[config.mk]
export PLATFORM = sky130hd
export DESIGN_NAME = sdhci_cmd_arbiter
export DESIGN_NICKNAME = d
export VERILOG_FILES = /design/src/rtl/sdhci_pkg.sv /design/src/rtl/sdhci_cmd_arbiter.sv
export SDC_FILE = /design/constraint.sdc
export NUM_CORES = 1
export LEC_CHECK = 0
export ABC_AREA = 1
export BUFFER_PORTS_ARGS = -buffer_cell sky130_fd_sc_hd__buf_2
export CAP_MARGIN = 0
export CORE_AREA = 2 2 111 113
export CTS_CLUSTER_SIZE = 16
export DETAILED_ROUTE_END_ITERATION = 10
export DIE_AREA = 0 0 113 115
export GPL_TIMING_DRIVEN = 1
export SETUP_SLACK_MARGIN = 0.5
export SYNTH_ARGS = -nofsm -noshare
export SYNTH_HDL_FRONTEND = slang
export SYNTH_SLANG_ARGS = --single-unit
[constraint.sdc]
create_clock -name clk_i -period 3.8 [get_ports clk_i]
set_clock_uncertainty 0.15 [all_clocks]
set_input_delay 0.19 -clock clk_i [delete_from_list [all_inputs] [get_ports clk_i]]
set_output_delay 0.19 -clock clk_i [all_outputs]
set_load 0.005 [all_outputs]
[src/rtl/sdhci_pkg.sv]
// Shared SDHCI types: command layout, response types,
// arbiter FSM states and fixed command indices.
package sdhci_pkg;

  typedef struct packed {
    logic [5:0]  index;
    logic [1:0]  rsp_type;
    logic [31:0] arg;
  } sdhci_cmd_t;

  localparam logic [1:0] RSP_NONE = 2'b00;
  localparam logic [1:0] RSP_136  = 2'b01;
  localparam logic [1:0] RSP_48   = 2'b10;
  localparam logic [1:0] RSP_48B  = 2'b11;

  localparam logic [5:0] CMD12_IDX = 6'd12;

  typedef enum logic [2:0] {
    ST_IDLE       = 3'd0,
    ST_SW_ISSUE   = 3'd1,
    ST_SW_WAIT    = 3'd2,
    ST_AC12_ISSUE = 3'd3,
    ST_AC12_WAIT  = 3'd4
  } arb_state_t;

  function automatic sdhci_cmd_t cmd12_stop();
    sdhci_cmd_t c;
    c.index    = CMD12_IDX;
    c.rsp_type = RSP_48B;
    c.arg      = 32'h0;
    return c;
  endfunction

endpackage

[src/rtl/sdhci_cmd_arbiter.sv]
// Arbitrates software commands and Auto CMD12 onto the
// CMD line engine, tracks responses and timeouts.
module sdhci_cmd_arbiter #(
  parameter int RspTimeoutCycles = 64
) (
  input  logic        clk_i,
  input  logic        rst_ni,
  input  logic        sw_cmd_req_i,
  input  logic [39:0] sw_cmd_i,
  input  logic        xfer_done_i,
  input  logic        auto_cmd12_en_i,
  output logic        cmd_valid_o,
  input  logic        cmd_ready_i,
  output logic [39:0] cmd_o,
  input  logic        rsp_valid_i,
  input  logic [2:0]  rsp_err_i,
  output logic        cmd_inhibit_o,
  output logic        command_complete_o,
  output logic        transfer_complete_o,
  output logic [3:0]  cmd_err_o,
  output logic        cmd_err_de_o,
  output logic [4:0]  ac12_err_o,
  output logic        ac12_err_de_o
);
  import sdhci_pkg::*;

  localparam int CntW =
    (RspTimeoutCycles > 1) ? $clog2(RspTimeoutCycles) : 1;
  localparam logic [CntW-1:0] CntLast =
    CntW'(RspTimeoutCycles - 1);

  arb_state_t      state_q, state_d;
  logic            ac12_pend_q;
  logic            sw_pend_q;
  sdhci_cmd_t      sw_cmd_q;
  sdhci_cmd_t      cur_q;
  logic [CntW-1:0] cnt_q;

  logic       hs;
  logic       in_wait;
  logic       to_hit;
  logic       rsp_end;
  logic       timeout;
  logic [3:0] err4;
  logic       sw_hs;
  logic       ac_hs;
  logic       sw_nores;
  logic       sw_end;
  logic       ac_end;
  logic       ac_err;

  always_comb begin
    hs       = cmd_valid_o & cmd_ready_i;
    in_wait  = (state_q == ST_SW_WAIT) |
               (state_q == ST_AC12_WAIT);
    to_hit   = in_wait & (cnt_q == CntLast);
    rsp_end  = in_wait & (rsp_valid_i | to_hit);
    // A response in the last cycle beats the timeout.
    timeout  = to_hit & ~rsp_valid_i;
    err4     = {rsp_valid_i ? rsp_err_i : 3'b000, timeout};
    sw_hs    = (state_q == ST_SW_ISSUE) & hs;
    ac_hs    = (state_q == ST_AC12_ISSUE) & hs;
    sw_nores = sw_hs & (cur_q.rsp_type == RSP_NONE);
    sw_end   = (state_q == ST_SW_WAIT) & rsp_end;
    ac_end   = (state_q == ST_AC12_WAIT) & rsp_end;
    ac_err   = ac_end & (|err4);
  end

  always_comb begin
    cmd_valid_o = 1'b0;
    cmd_o       = '0;
    unique case (1'b1)
      state_q == ST_SW_ISSUE,
      state_q == ST_AC12_ISSUE: begin
        cmd_valid_o = 1'b1;
        cmd_o       = cur_q;
      end
      default: ;
    endcase
  end

  always_comb begin
    cmd_inhibit_o       = (state_q != ST_IDLE) | sw_pend_q;
    command_complete_o  = sw_nores | sw_end;
    cmd_err_de_o        = sw_end & (|err4);
    cmd_err_o           = cmd_err_de_o ? err4 : 4'b0000;
    ac12_err_de_o       = ac_err;
    ac12_err_o          = ac_err ? {sw_pend_q, err4} : 5'b0;
    transfer_complete_o = rst_ni &
      ((xfer_done_i & ~auto_cmd12_en_i) |
       (ac_end & ~(|err4)));
  end

  always_comb begin
    state_d = state_q;
    case (state_q)
      ST_IDLE: begin
        if (ac12_pend_q)    state_d = ST_AC12_ISSUE;
        else if (sw_pend_q) state_d = ST_SW_ISSUE;
      end
      ST_SW_ISSUE: begin
        if (sw_nores)   state_d = ST_IDLE;
        else if (hs)    state_d = ST_SW_WAIT;
      end
      ST_SW_WAIT: begin
        if (rsp_end)    state_d = ST_IDLE;
      end
      ST_AC12_ISSUE: begin
        if (hs)         state_d = ST_AC12_WAIT;
      end
      ST_AC12_WAIT: begin
        if (rsp_end)    state_d = ST_IDLE;
      end
      default:          state_d = ST_IDLE;
    endcase
  end

  always_ff @(posedge clk_i or negedge rst_ni) begin
    if (!rst_ni) begin
      state_q     <= ST_IDLE;
      ac12_pend_q <= 1'b0;
      sw_pend_q   <= 1'b0;
      sw_cmd_q    <= '0;
      cur_q       <= '0;
      cnt_q       <= '0;
    end else begin
      state_q     <= state_d;
      ac12_pend_q <= (xfer_done_i & auto_cmd12_en_i) |
                     (ac12_pend_q & ~ac_hs);
      // An errored CMD12 aborts the queued software command.
      sw_pend_q   <= sw_cmd_req_i |
                     (sw_pend_q & ~sw_hs & ~ac_err);
      if (sw_cmd_req_i) sw_cmd_q <= sw_cmd_i;
      if (state_q == ST_IDLE) begin
        if (ac12_pend_q)    cur_q <= cmd12_stop();
        else if (sw_pend_q) cur_q <= sw_cmd_q;
      end
      cnt_q <= (in_wait & ~rsp_end) ? cnt_q + 1'b1 : '0;
    end
  end

endmodule

# After elaboration in Yosys (flattened, before gate mapping)
# Index checks and enable logic that the tools add are counted.
# totals
reg_bits	91
out_inout_bits	55
# classes
add_sub_neg	1
eq_ne	9
n_mux	15
bitwise_logic	33
reduce_logical	9
# ops
operator	count
40-bit two-way mux	3
3-bit two-way mux	7
1-bit bitwise AND	19
3-bit one-hot mux with 4 select lines	1
1-bit NOT	7
1-bit OR	7
6-bit by 1-bit adder with 6-bit output, second input constant	1
3-bit by 2-bit == test with 1-bit output, second input constant	2
6-bit == test, second input constant	1
6-bit two-way mux	1
3-bit inequality test, second input constant	2
5-bit two-way mux	1
4-bit two-way mux	1
4-bit AND reduction	1
2-bit OR reduction	2
4-bit OR reduction	1
3-bit by 1-bit == test with 1-bit output, second input constant	1
3-bit == test, second input constant	1
3-bit zero test	1
3-bit nonzero test	1
2-bit zero test	1
2-bit by 1-bit inequality test with 1-bit output, second input constant	1
2-bit inequality test, second input constant	1
2-bit AND reduction	1
2 further kinds	2

# Depth between registers and ports, before layout
# logic_depth
word_depth	10
ltp_mapped	9

# Worst setup path after synthesis
# No wires, ideal clock.
# synth_path
kind	register to output
start	register cnt_q[0]
end	output port ac12_err_o[1]
arrival_time_ps	1215
t_required_ps	3460
setup_slack_ps	2245
path_stages_with_launch	8
cell_sequence	dfrtp_1 ha_1 nand3_1 nor2_4 nand3_2 nand2_2 nand3_2 nor2_1
# synth_via
elab_chain_len	7
# synth_lines
element	line	rtl
from (decl)	sdhci_cmd_arbiter.sv:37	logic [CntW-1:0] cnt_q;
from (signal assigned)	sdhci_cmd_arbiter.sv:138	cnt_q <= (in_wait & ~rsp_end) ? cnt_q + 1'b1 : '0;
6-bit == test *	sdhci_cmd_arbiter.sv:56	to_hit = in_wait & (cnt_q == CntLast);
1-bit bitwise AND *	sdhci_cmd_arbiter.sv:56	
1-bit OR	sdhci_cmd_arbiter.sv:57	rsp_end = in_wait & (rsp_valid_i | to_hit);
1-bit bitwise AND	sdhci_cmd_arbiter.sv:57	
1-bit bitwise AND	sdhci_cmd_arbiter.sv:65	ac_end = (state_q == ST_AC12_WAIT) & rsp_end;
1-bit bitwise AND *	sdhci_cmd_arbiter.sv:66	ac_err = ac_end & (|err4);
5-bit two-way mux *	sdhci_cmd_arbiter.sv:88	ac12_err_o = ac_err ? {sw_pend_q, err4} : 5'b0;
to (decl)	sdhci_cmd_arbiter.sv:22	output logic [4:0] ac12_err_o,
# Every way passes the cells marked *; elsewhere a longest branch is shown, timed or not.

# Worst setup path after layout
# layout_path
start	register state_q[2]
end	output port cmd_o[20]
# layout_via
elab_chain_len	3
# layout_lines
element	line	rtl
from (decl)	sdhci_cmd_arbiter.sv:32	arb_state_t state_q, state_d;
from (signal assigned)	sdhci_cmd_arbiter.sv:127	state_q <= state_d;
3-bit by 1-bit == test with 1-bit output or 3-bit by 2-bit == test with 1-bit output (tied branches)	sdhci_cmd_arbiter.sv:73, sdhci_cmd_arbiter.sv:74	
2-bit OR reduction *	sdhci_cmd_arbiter.sv:72	unique case (1'b1)
40-bit two-way mux *	sdhci_cmd_arbiter.sv:72	
to (decl)	sdhci_cmd_arbiter.sv:14	output logic [39:0] cmd_o,
# Marked as above.

==> results.json <==
{
  "yosys.area.top_type": "dfrtp_1",
  "core-area_um2": 11800,
  "antenna_found_initial": 0,
  "wl_per_cell_um": 12.2,
  "irDropWorstVdd_v": 0.000270,
  "syn-cell-area_um2": 4020,
  "finalWirelength_mm": 9.43,
  "yosysWarnings": 0,
  "cts_sinks": 91,
  "fmaxAchievable_mhz": 444,
  "final_common_cell": "nand2_1",
  "cts.root.buffer_cell": "clkbuf_16",
  "syn_inst": 486,
  "gp_congestion": 0.792,
  "synth-edff-count": 0,
  "setup_viol": 0,
  "violations": "DRC",
  "cts_buffers": 9,
  "route.detailed.drc": 7,
  "fp.dieH_um": 115,
  "track_usage_pct": 15.3,
  "rrSetupSlack_ns": 1.63,
  "drv_slew": 0,
  "synth_seq_area_share_pct": 56.6,
  "rsz0062_at_grt": "false",
  "avgSynthCellArea_um2": 8.28,
  "crit_start": "state_q[2]",
  "worst_ep_required_time_ns": 3.46,
  "clk_latency_ns": 0.34,
  "cts_resized": 0,
  "crit_path_max_fanout": 43,
  "vias": 3432,
  "grt-ovfl-total": 0,
  "ys_ff_latch": 91,
  "end_kind": "output pin",
  "tns_ns": 0,
  "drt_iter0_drc": 184,
  "grt_pass1_wl_mm": 15.8,
  "postCtsSetupBuffers": 0,
  "worstSetupStartpointType": "register",
  "clock_path_buffers": 2,
  "synth_area_leaders": "dfrtp_1 (57%), nand2_1 (13%), nor2_1 (5.6%)",
  "p_per_area_nw_per_um2": 630,
  "diodes": 0,
  "yosysTopAreaCellShare_pct": 56.6,
  "crit_path_end": "cmd_o[20]",
  "worst_ep_arrival_time_ns": 1.91,
  "r2r_start": "state_q[1]",
  "relSlewSlack_pct": 28.0,
  "die-width_um": 113,
  "r2r_end": "cur_q[21]",
  "drv_cap": 0,
  "start_util_pct": 34.1,
  "hold_viol": 0,
  "synthDistinctLibCells": 28,
  "nets": 674,
  "die-area_um2": 13000,
  "avgViaCountPerCell": 4.43,
  "worst_slew_pin_slew_ns": 1.08,
  "ant_nets": 0,
  "layout_common_cells": "nand2_1 (137), buf_2 (103), dfrtp_1 (91), nor2_1 (60), inv_1 (58)",
  "async_reset_ff_share_pct": 100,
  "grt_max_degree": 81,
  "htreeDepth": 3,
  "hold_path_class": "primary input to register",
  "clkTransAtPathRegs_ns": 0.06,
  "drtPass1Iterations": 8,
  "synthesis.nets": 537,
  "status": "finished, violations left",
  "syn2layout_area_growth_pct": 34.2,
  "r2r_cells": 7,
  "cts_tree": "built",
  "grt_pass1_vias": 3442,
  "power.leakage_nw": 2.84,
  "drive_gt1_share_pct": 22.3,
  "ios": 105,
  "period_needed_ns": 2.25,
  "hold_slack_ns": 0.170,
  "rows": 40,
  "io_buffers": 104,
  "crit_type": "register to output pin",
  "ys.flop_type": "dfrtp_1",
  "post-dp-hpwl_mm": 6.14,
  "fin_crit_sh_pct": 59.2
}
==> report_power, final <==
part | leakage (nW) | total (mW) | switching, mW | internal (mW)
combinational | 1.52 | 1.09 | 0.731 | 0.363
sequential | 1.17 | 1.34 | 0.107 | 1.23
clock | 0.155 | 0.968 | 0.374 | 0.594
==> stage by stage <==
step                      instance area (um^2)  util, %  cells  total power [mW]  setup WS [ns]
after floorplan                           4020        -    486              2.11           2.24
after global placement                    4630     39.2    715              2.39           1.71
after detailed placement                  4630     39.2    715              2.43           1.61
after CTS                                 5400     45.7    775              3.44           1.49
after global routing                      5400     45.7    775              3.66           1.33
final                                     5400     45.7    775              3.40           1.55
==> routing by layer <==
layer  track usage [%]  part of all wire [%]
met2              25.5                    48
met1              19.3                    46
met3              3.22                   4.5
met4              6.59                   1.8
met5                 0                     0
==> repair_timing <==
action | CTS | global route
hold buffers | 44 | 0
setup endpoints to repair | 0 | 0
hold endpoints to repair | 69 | 0
==> worst min path at each step <==
stage                            from           end  slack [ns]  cells after the start
after global placement         rst_ni  sw_cmd_q[17]       -0.01                      1
after global routing      rsp_valid_i      cnt_q[1]        0.20                      4
after CTS                 rsp_valid_i      cnt_q[2]        0.17                      4
final                     rsp_valid_i      cnt_q[2]        0.17                      4
after detailed placement       rst_ni  sw_cmd_q[17]       0.003                      1
after floorplan                rst_ni   ac12_pend_q       -0.26                      0
==> worst max-delay path, stage by stage, from the launching register on <==
cell     delay (ns)
dfrtp_1        0.41
inv_1          0.18
nand2_2        0.48
nor2_1         0.31
buf_2          0.16
==> synthesized netlist by cell type (2+ instances only) <==
cell,n
xor2_1,2
nand3_1,39
nand2_2,5
nand2_4,2
o21ai_0,32
o21ai_1,15
nor2_1,60
clkbuf_1,10
inv_2,2
nand2_1,138
dfrtp_1,91
nand3_2,4
buf_2,11
buf_4,4
inv_1,58
==> registers in the layout, summed over array words and instances (netlist names) <==
name         cells
ac12_pend_q      1
cnt_q            6
cur_q           40
state_q          3
sw_cmd_q        40
sw_pend_q        1
==> final cells by class <==
type                       instances  area [um^2]
clock buffer                      10          239
fill                            1188         6410
tap                              147          184
clock inverter                     6         88.8
multi-input combinational        310         1400
inverter                          60          225
timing repair buffer             151          986
sequential                        91         2280
==> logic make-up after synthesis <==
family	share of synthesized area [%]
compound gates	6.41
flops	56.6
xor+xnor	0.653
fa+ha+maj	0.311
simple gates	27.4
buf+inv	8.65
Power figures use the tool's default switching activity.
